File: config.mk
export PLATFORM = sky130hd
export DESIGN_NAME = which_note
export DESIGN_NICKNAME = d
export VERILOG_FILES = /design/src/rtl/which_note.sv
export SDC_FILE = /design/constraint.sdc
export NUM_CORES = 1
export LEC_CHECK = 0
export CORE_UTILIZATION = 34
export CTS_CLUSTER_DIAMETER = 100
export CTS_CLUSTER_SIZE = 30
export DETAILED_ROUTE_END_ITERATION = 8
export SETUP_SLACK_MARGIN = 0.15
export SLEW_MARGIN = 20
export SYNTH_ARGS = -nofsm -noshare
export SYNTH_HDL_FRONTEND = slang
export SYNTH_SLANG_ARGS = --single-unit
export TNS_END_PERCENT = 10
File: constraint.sdc
create_clock -name clk -period 6.1 [get_ports clk]
set_clock_uncertainty 0.1 [all_clocks]
set_input_delay 0.915 -clock clk [delete_from_list [all_inputs] [get_ports clk]]
set_output_delay 0.915 -clock clk [all_outputs]
set_load 0.05 [all_outputs]
File: src/rtl/which_note.sv
// which_note: monophonic pitch detector, square-wave period -> nearest MIDI note (21..108).
// Define GLITCH_FILTER_EN to add a GLITCH_CYCLES-wide deglitch filter after the synchronizer.
module which_note #(
    parameter int F_CLK         = 12_000_000,
    parameter int STABLE_COUNT  = 2,
    parameter int GLITCH_CYCLES = 4
) (
    input  logic       clk,
    input  logic       reset,
    input  logic       audio,
    output logic [6:0] midi,
    output logic       note_on
);
    function automatic int bnd(input int n);
        real f;
        f = 440.0 * (2.0 ** ((real'(n) - 69.5) / 12.0));
        return $rtoi(real'(F_CLK) / f + 0.5);
    endfunction

    localparam int MAX_P = bnd(21);
    localparam int MIN_P = bnd(109);
    localparam int CW    = $clog2(MAX_P + 2);
    localparam int SW    = $clog2(STABLE_COUNT + 1);

    typedef enum logic {IDLE, SEARCH} state_t;

    logic [CW-1:0] w_rom [0:88];
    for (genvar k = 0; k < 89; k++) begin : g_rom
        localparam logic [CW-1:0] B = CW'(bnd(21 + k));
        assign w_rom[k] = B;
    end

    logic [1:0]    r_sync;
    logic          r_prev, r_armed;
    logic [CW-1:0] r_cnt, r_per;
    state_t        r_state;
    logic [6:0]    r_k, r_cand;
    logic [SW-1:0] r_stab;
    logic          w_in, w_edge, w_cap, w_tout, w_ok, w_hit, w_same;
    logic [6:0]    w_k1, w_n;
    logic [SW-1:0] w_nc;

`ifdef GLITCH_FILTER_EN
    localparam int GW = $clog2(GLITCH_CYCLES + 1);
    logic          r_filt;
    logic [GW-1:0] r_gcnt;
    always_ff @(posedge clk) begin
        if (reset) begin
            r_filt <= 1'b0;
            r_gcnt <= '0;
        end else if (r_sync[1] == r_filt) begin
            r_gcnt <= '0;
        end else if (r_gcnt == GW'(GLITCH_CYCLES - 1)) begin
            r_filt <= r_sync[1];
            r_gcnt <= '0;
        end else begin
            r_gcnt <= r_gcnt + GW'(1);
        end
    end
    assign w_in = r_filt;
`else
    localparam int unused_glitch = GLITCH_CYCLES;
    assign w_in = r_sync[1];
`endif

    assign w_edge = w_in & ~r_prev;
    assign w_cap  = w_edge & r_armed;
    assign w_tout = r_armed & ~w_edge & (r_cnt == CW'(MAX_P + 1));
    assign w_ok   = (r_cnt > CW'(MIN_P)) && (r_cnt <= CW'(MAX_P));
    assign w_k1   = r_k + 7'd1;
    // Table is descending, so the first boundary below the period names the note.
    assign w_hit  = (r_state == SEARCH) && (r_per > w_rom[w_k1]);
    assign w_n    = 7'd21 + r_k;
    assign w_same = (w_n == r_cand);
    assign w_nc   = w_same ? ((r_stab == SW'(STABLE_COUNT)) ? r_stab : r_stab + SW'(1)) : SW'(1);

    always_ff @(posedge clk) begin
        if (reset) begin
            r_sync  <= '0;
            r_prev  <= 1'b0;
            r_armed <= 1'b0;
            r_cnt   <= '0;
            r_per   <= '0;
            r_state <= IDLE;
            r_k     <= '0;
            r_cand  <= '0;
            r_stab  <= '0;
            midi    <= '0;
            note_on <= 1'b0;
        end else begin
            r_sync  <= {r_sync[0], audio};
            r_prev  <= w_in;
            r_cnt   <= w_edge ? CW'(1) : (r_cnt == CW'(MAX_P + 1)) ? r_cnt : r_cnt + CW'(1);
            r_armed <= w_edge | (r_armed & ~w_tout);
            if ((w_cap && (r_state == SEARCH || !w_ok)) || w_tout) begin
                r_state <= IDLE;
                r_stab  <= '0;
                note_on <= 1'b0;
            end else if (w_cap) begin
                r_per   <= r_cnt;
                r_k     <= '0;
                r_state <= SEARCH;
            end else if (w_hit) begin
                r_state <= IDLE;
                r_cand  <= w_n;
                r_stab  <= w_nc;
                if (w_nc == SW'(STABLE_COUNT)) begin
                    midi    <= w_n;
                    note_on <= 1'b1;
                end
            end else if (r_state == SEARCH) begin
                r_k <= w_k1;
            end
        end
    end
endmodule

==> results.yml, run 1 <==
sta:
  layout_setup_ws_ps: 591.9
  hold_viol: 0
  post_route_clock_period_utilization: 0.9030
  worstMarginPinSlew_ps: 1060
  finalMaxSlewViolations: 0
  hold_ws_ps: 346.4
  layout_min_cycle_time_ps: 5508
  setup_violations: 0
  rsz0062_at_grt: "false"
  clock.fmax_mhz: 181.6
  worst_slew_margin_rel: 0.2907
  totalNegativeSetupSlack_ps: 0
finish:
  layout.filler_cells: 1795
  total_inserted_antenna_cells: 0
  final_util: 0.3896
  area_growth_pct: 10.28
  final_layout_size_suffix_gt1_frac: 0.06543
  layout.nets: 843
global_routing:
  grt_overflow: 0
  grt_pass1_vias: 5608
  antenna_found_initial: 0
  largest_net_degree_at_the_start_of_global_routing: 48
  groute.usage.overall: 0.2165
  grt_pass1_wl_um: 30960
clocking:
  cts_h_tree_lvls: 3
  cts.reportedPaths.clkPinSlew_ps: 60
  cts_inserted_buffers: 9
  cts_resized: 0
  clock_tree.buffer_depth: 2
  ctsHoldBuffers: 0
  cts-root-buf: "sky130_fd_sc_hd__clkbuf_16"
  clock_latency_ps: 330
  cts_tree: "built"
  postCtsSetupRepairBufs: 0
  cts.sinks: 67
logic_synthesis:
  postSynthRegisterBits: 67
  synthesis.area_um2: 5942
  syn_inst: 839
  synth.avg_cell_area_um2: 7.082
  synth.distinct_cells: 68
  synth.yosys.seq_area_share: 0.2257
  synth_enable_flop_cells: 0
  synthesis.yosys.warnings: 0
  yosys_most_used_dff: "sky130_fd_sc_hd__dfxtp_1"
  synth_fp_nets: 877
  synthArstFlopShare: 0
floorplan:
  ios: 11
  die_w_um: 134.2
  starting_utilization_of_the_core_area: 0.3533
  die_area_um2: 18010
  num_rows: 47
  dieHeight_um: 134.2
  design.core.area_um2: 16820
route:
  routed-via-count: 6252
  violation_count_after_the_first_detailed_route_iteration: 824
  wl_um: 19310
  drt_pass1_iterations: 5
  drt.antenna.violating_nets: 0
  route.detailed.drc: 0
  route.detailed.wl_per_inst_um: 18.75
  routed_via_density: 6.070
placement:
  globalplace.congestion: 0.9553
  post-place-ws_ps: 532.7
  detailedPlacementHpwl_um: 13640
  i_o_buffers: 10
pwr:
  power_density_nw_per_um2: 156.0
  cellLeakagePower_nw: 2.306
  peakVddDrop_mv: 0.1575
setup_path:
  worstPathRequired_ps: 6220
  critPathMaxFanout: 38
  worstSetupEndpointType: "register"
  worst_setup_path_start_kind: "register"
  critical_path_class: "register to register"
  cp_data_arrival_time_ps: 5630
hold_path:
  timing.hold.worst.class: "register to register"
job:
  cap_violations: 0
status:
  outcome: "completed"
cells by family (layout without fill, tap and decap cells):
family,after synthesis,after routing,synth area share
flip-flops,67,67,0.2257
buffers and inverters,97,68,0.06338
multiplexers,31,31,0.05454
adder cells (fa/ha/maj),36,36,0.07538
XOR/XNOR,39,39,0.06570
AO/OA/AOI/OAI,249,249,0.2651
AND/OR/NAND/NOR,320,320,0.2502
path summary, 6_finish.rpt:
kind	slack [ps]	end	cells past startpoint	start
max reg2reg	590	r_k[0]	15	r_k[0]
max	590	r_k[0]	15	r_k[0]
min reg2reg	350	r_sync[1]	1	r_sync[0]
min	350	r_sync[1]	1	r_sync[0]
cell usage in the layout, fill, tap and decap left out, types with 15 or more instances in the layout:
cell type                  netlist  layout
sky130_fd_sc_hd__nor3_1         29      28
sky130_fd_sc_hd__inv_1          16      16
sky130_fd_sc_hd__a211oi_1       17      17
sky130_fd_sc_hd__nand4_1        15      15
sky130_fd_sc_hd__nand2_1        85      85
sky130_fd_sc_hd__nor2_1        105     105
sky130_fd_sc_hd__mux2i_1        29      29
sky130_fd_sc_hd__xnor2_1        22      18
sky130_fd_sc_hd__o21ai_0        59      59
sky130_fd_sc_hd__nand3_1        39      39
sky130_fd_sc_hd__dfxtp_1        67      67
sky130_fd_sc_hd__buf_4           2      24
sky130_fd_sc_hd__a21oi_1        70      70
sky130_fd_sc_hd__ha_1           35      35
sky130_fd_sc_hd__a31oi_1        15      15
Yosys cell counts (5+ instances only):
master | count | area share
sky130_fd_sc_hd__a2111oi_0 | 5 | 0.0074
sky130_fd_sc_hd__o211ai_1 | 7 | 0.0088
sky130_fd_sc_hd__xor2_1 | 13 | 0.019
sky130_fd_sc_hd__ha_1 | 35 | 0.074
sky130_fd_sc_hd__o31ai_1 | 5 | 0.0063
sky130_fd_sc_hd__a21oi_1 | 70 | 0.059
sky130_fd_sc_hd__and3_1 | 7 | 0.0074
sky130_fd_sc_hd__o22ai_1 | 9 | 0.0095
sky130_fd_sc_hd__nor2_1 | 105 | 0.066
sky130_fd_sc_hd__a311oi_1 | 7 | 0.010
sky130_fd_sc_hd__o221ai_1 | 7 | 0.010
sky130_fd_sc_hd__o21ai_0 | 59 | 0.050
sky130_fd_sc_hd__mux2i_1 | 29 | 0.049
sky130_fd_sc_hd__nor2b_1 | 8 | 0.0084
sky130_fd_sc_hd__nand4_1 | 15 | 0.016
sky130_fd_sc_hd__xnor2_1 | 22 | 0.032
sky130_fd_sc_hd__o21ai_1 | 6 | 0.0051
sky130_fd_sc_hd__nor3_1 | 29 | 0.024
sky130_fd_sc_hd__nand2b_1 | 5 | 0.0053
sky130_fd_sc_hd__a31oi_1 | 15 | 0.016
sky130_fd_sc_hd__clkbuf_1 | 62 | 0.039
sky130_fd_sc_hd__buf_1 | 12 | 0.0076
sky130_fd_sc_hd__nand2_1 | 85 | 0.054
sky130_fd_sc_hd__a211oi_1 | 17 | 0.021
sky130_fd_sc_hd__nand3_1 | 39 | 0.033
sky130_fd_sc_hd__a221oi_1 | 10 | 0.015
sky130_fd_sc_hd__inv_1 | 16 | 0.010
sky130_fd_sc_hd__dfxtp_1 | 67 | 0.23
power breakdown:
group          internal, mW  switching (mW)
sequential            0.441         0.00399
clock                 0.356           0.182
combinational        0.0126          0.0265
total                 0.810           0.213
metal layers:
metal  global-route usage  up-vias  routed length [um]
met5                    0        -                   0
met4              0.07491        0                 523
met2               0.3040      300                8115
met3              0.05102       44                1785
li1                     -     2979                   -
met1               0.3177     2929                8886
metrics by stage:
| stage | instance area [um2] | instances | total power, mW |
|---|---|---|---|
| global placement | 6240 | 1014 | 0.4924 |
| floorplan | 5942 | 839 | 0.4809 |
| finish | 6553 | 1030 | 1.022 |
| global route | 6553 | 1030 | 1.057 |
| CTS | 6550 | 1030 | 1.033 |
| detailed placement | 6240 | 1014 | 0.4923 |
worst max-delay path, cell delays in order, from the launching register on:
cell	delay [ps]
sky130_fd_sc_hd__dfxtp_1	500
sky130_fd_sc_hd__buf_4	440
sky130_fd_sc_hd__and2_1	230
sky130_fd_sc_hd__nand3_1	160
sky130_fd_sc_hd__xor2_1	860
sky130_fd_sc_hd__nand2_1	460
sky130_fd_sc_hd__a211oi_1	450
sky130_fd_sc_hd__a311o_1	180
sky130_fd_sc_hd__ha_1	250
sky130_fd_sc_hd__a21oi_1	130
sky130_fd_sc_hd__o21ai_0	110
sky130_fd_sc_hd__a2111oi_0	410
sky130_fd_sc_hd__o21ai_1	170
sky130_fd_sc_hd__buf_4	200
sky130_fd_sc_hd__a211o_1	430
sky130_fd_sc_hd__a32o_1	300
cell type report:
type | count | area (um2) | area share
clock buffers | 11 | 232.7 | 0.03552
clock inverters | 5 | 77.57 | 0.01184
inverters | 17 | 63.81 | 0.009738
multi-input cells | 675 | 4262 | 0.6504
flip-flops and latches | 67 | 1341 | 0.2047
well taps | 220 | 275.3 | 0.04201
repair buffers | 35 | 300.3 | 0.04583
state kept, by name, indices dropped and copies added, names as in the netlist:
register,count
r_cnt,19
r_per,19
midi,7
r_cand,7
r_k,7
r_stab,2
r_sync,2
note_on,1
r_armed,1
r_prev,1
r_state,1
Power figures use the tool's default switching activity.
==> inputs of run 2 (changes only) <==
--- a/config.mk
+++ b/config.mk
@@ -9,7 +9,7 @@
 export CTS_CLUSTER_DIAMETER = 100
 export CTS_CLUSTER_SIZE = 30
 export DETAILED_ROUTE_END_ITERATION = 8
-export SETUP_SLACK_MARGIN = 0.15
+export SETUP_SLACK_MARGIN = 0.3
 export SLEW_MARGIN = 20
 export SYNTH_ARGS = -nofsm -noshare
 export SYNTH_HDL_FRONTEND = slang
==> results.yml, run 2 (synthesis gave the netlist of run 1 again) <==
finish:
  post_route_non_filler_standard_cell_count: 1030
  layout.filler_cells: 1792
  reg.largest.list: "r_cnt (19), r_per (19)"
  final_cell_mix: "sky130_fd_sc_hd__nor2_1, sky130_fd_sc_hd__nand2_1, sky130_fd_sc_hd__a21oi_1, sky130_fd_sc_hd__dfxtp_1, sky130_fd_sc_hd__o21ai_0"
  layout_commonest_cell: "sky130_fd_sc_hd__nor2_1"
  layout.area.seq_um2: 1341
  layout.nets: 843
  area_growth_pct: 10.40
  total_inserted_antenna_cells: 0
  combined_area_of_the_multi_input_logic_cells_um2: 4269
  final_layout_size_suffix_gt1_frac: 0.06667
route:
  routed_via_density: 6.095
  violation_count_after_the_first_detailed_route_iteration: 762
  drt.antenna.violating_nets: 0
  route.detailed.wl_per_inst_um: 18.73
  drt_pass1_iterations: 5
  routed-via-count: 6278
  route.detailed.drc: 0
  wl_um: 19300
setup_path:
  reg2reg_from: "r_k[0]"
  worstRegToRegCells: 17
  cp-startpoint: "r_k[0]"
  worstPathRequired_ps: 6220
  worst_setup_slack_for_register_to_register_paths_ps: 860
  worstReg2RegEnd: "r_k[0]"
  critical_path_class: "register to register"
  worstSetupEndpointType: "register"
  cp_data_arrival_time_ps: 5360
  critPathMaxFanout: 18
  worst_setup_path_start_kind: "register"
global_routing:
  largest_net_degree_at_the_start_of_global_routing: 48
  grt_overflow: 0
  grt.met3_usage: 0.05102
  grt_pass1_wl_um: 30960
  groute.usage.overall: 0.2165
  met1_usage_in_global_routing: 0.3177
  grt_pass1_vias: 5608
  antenna_found_initial: 0
  global_route.peak_usage_layer: "met1"
  met2_usage: 0.3040
hold_path:
  timing.hold.worst.start: "r_sync[0]"
  whs_path_depth: 1
  timing.hold.worst.class: "register to register"
  hold_path_end: "r_sync[1]"
pwr:
  p_int_mw: 0.8097
  flop_pwr_share: 0.435
  p_sw_frac: 0.2079
  power_switching_mw: 0.2125
  combPwrFrac: 0.038
  peakVddDrop_mv: 0.1576
  cellLeakagePower_nw: 2.307
  share_clk_of_total_power: 0.526
  power_density_nw_per_um2: 155.8
placement:
  detailedPlacementHpwl_um: 13640
  globalplace.congestion: 0.9553
  i_o_buffers: 10
  dpl.cell_count: 1014
sta:
  post_route_clock_period_utilization: 0.8592
  worst_slew_margin_rel: 0.5220
  worstMarginPinSlew_ps: 699.0
  layout_min_cycle_time_ps: 5241
  totalNegativeSetupSlack_ps: 0
  finalMaxSlewViolations: 0
  setup_violations: 0
  clock.fmax_mhz: 190.8
  rsz0062_at_grt: "false"
  hold_viol: 0
job:
  cap_violations: 0
clocking:
  cts_inserted_buffers: 9
  cts-root-buf: "sky130_fd_sc_hd__clkbuf_16"
  clock_latency_ps: 330
  cts_h_tree_lvls: 3
  cts.sinks: 67
  clock_tree.buffer_depth: 2
  postCtsSetupRepairBufs: 0
  ctsHoldBuffers: 0
  cts_resized: 0
  cts_tree: "built"
  cts.reportedPaths.clkPinSlew_ps: 60
floorplan:
  num_rows: 47
  ios: 11
  starting_utilization_of_the_core_area: 0.3533
  design.core.area_um2: 16820
  die_w_um: 134.2
  die_area_um2: 18010
  dieHeight_um: 134.2
status:
  outcome: "completed"
==> run 2: changes by cell type in the layout (fill, tap and decap cells not counted) <==
cell / previous run / this run
sky130_fd_sc_hd__xor2_2: 1 / 2
sky130_fd_sc_hd__xor2_1: 13 / 12
==> run 2: how the worst max path moves through the flow <==
stage	to	slack (ps)	cells past startpoint
after floorplan	midi[2]	1400	19
after global placement	r_cand[4]	440	16
after detailed placement	midi[0]	530	16
after CTS	r_cand[4]	510	16
after global routing	r_k[0]	540	17
final	r_k[0]	860	17
==> run 2: worst max-delay path, stage by stage, from the launching register on <==
cell	delay (ps)
sky130_fd_sc_hd__dfxtp_1	500
sky130_fd_sc_hd__ha_1	270
sky130_fd_sc_hd__xor2_2	280
sky130_fd_sc_hd__inv_1	330
sky130_fd_sc_hd__nand2_1	220
sky130_fd_sc_hd__a21boi_0	370
sky130_fd_sc_hd__a221oi_1	130
sky130_fd_sc_hd__o311ai_0	320
sky130_fd_sc_hd__o21ai_0	220
sky130_fd_sc_hd__o21ai_0	350
sky130_fd_sc_hd__ha_1	330
sky130_fd_sc_hd__a21oi_1	140
sky130_fd_sc_hd__a211oi_1	90
sky130_fd_sc_hd__a2111oi_0	380
sky130_fd_sc_hd__o21ai_1	170
sky130_fd_sc_hd__buf_4	200
sky130_fd_sc_hd__a211o_1	430
sky130_fd_sc_hd__a32o_1	300
==> run 2: layer usage <==
layer / wire length (um) / part of all wire
met1: 8773 / 0.45
met2: 8133 / 0.42
met3: 1857 / 0.096
met4: 531 / 0.028
met5: 0 / 0
==> run 2: through the flow <==
step	power [mW]	setup WS (ps)	hold WS [ps]	utilization	instance area, um2
finish	1.022	858.9	343.4	0.3900	6560
global route	1.057	535.8	367.7	0.3900	6560
CTS	1.033	506.2	356.3	0.3895	6550
detailed placement	0.4923	532.7	337.3	0.3710	6240
global placement	0.4924	435.7	316.4	0.3710	6240
floorplan	0.4809	1405	313.8	-	5942
==> run 2: area by class of cell <==
class                           instances  area share
Multi-Input combinational cell        675      0.6508
Sequential cell                        67      0.2045
Timing Repair Buffer                   35     0.04578
Tap cell                              220     0.04196
Clock buffer                           11     0.03548
Clock inverter                          5     0.01183
Inverter                               17    0.009727
==> run 2: power groups by stage <==
stage          logic, mW  registers [mW]  clock network [mW]
3_3_place_gp      0.0383           0.454                   0
4_1_cts           0.0387           0.445               0.550
6_report          0.0393           0.445               0.538
3_5_place_dp      0.0381           0.454                   0
5_1_grt           0.0431           0.445               0.569
2_1_floorplan     0.0284           0.453                   0
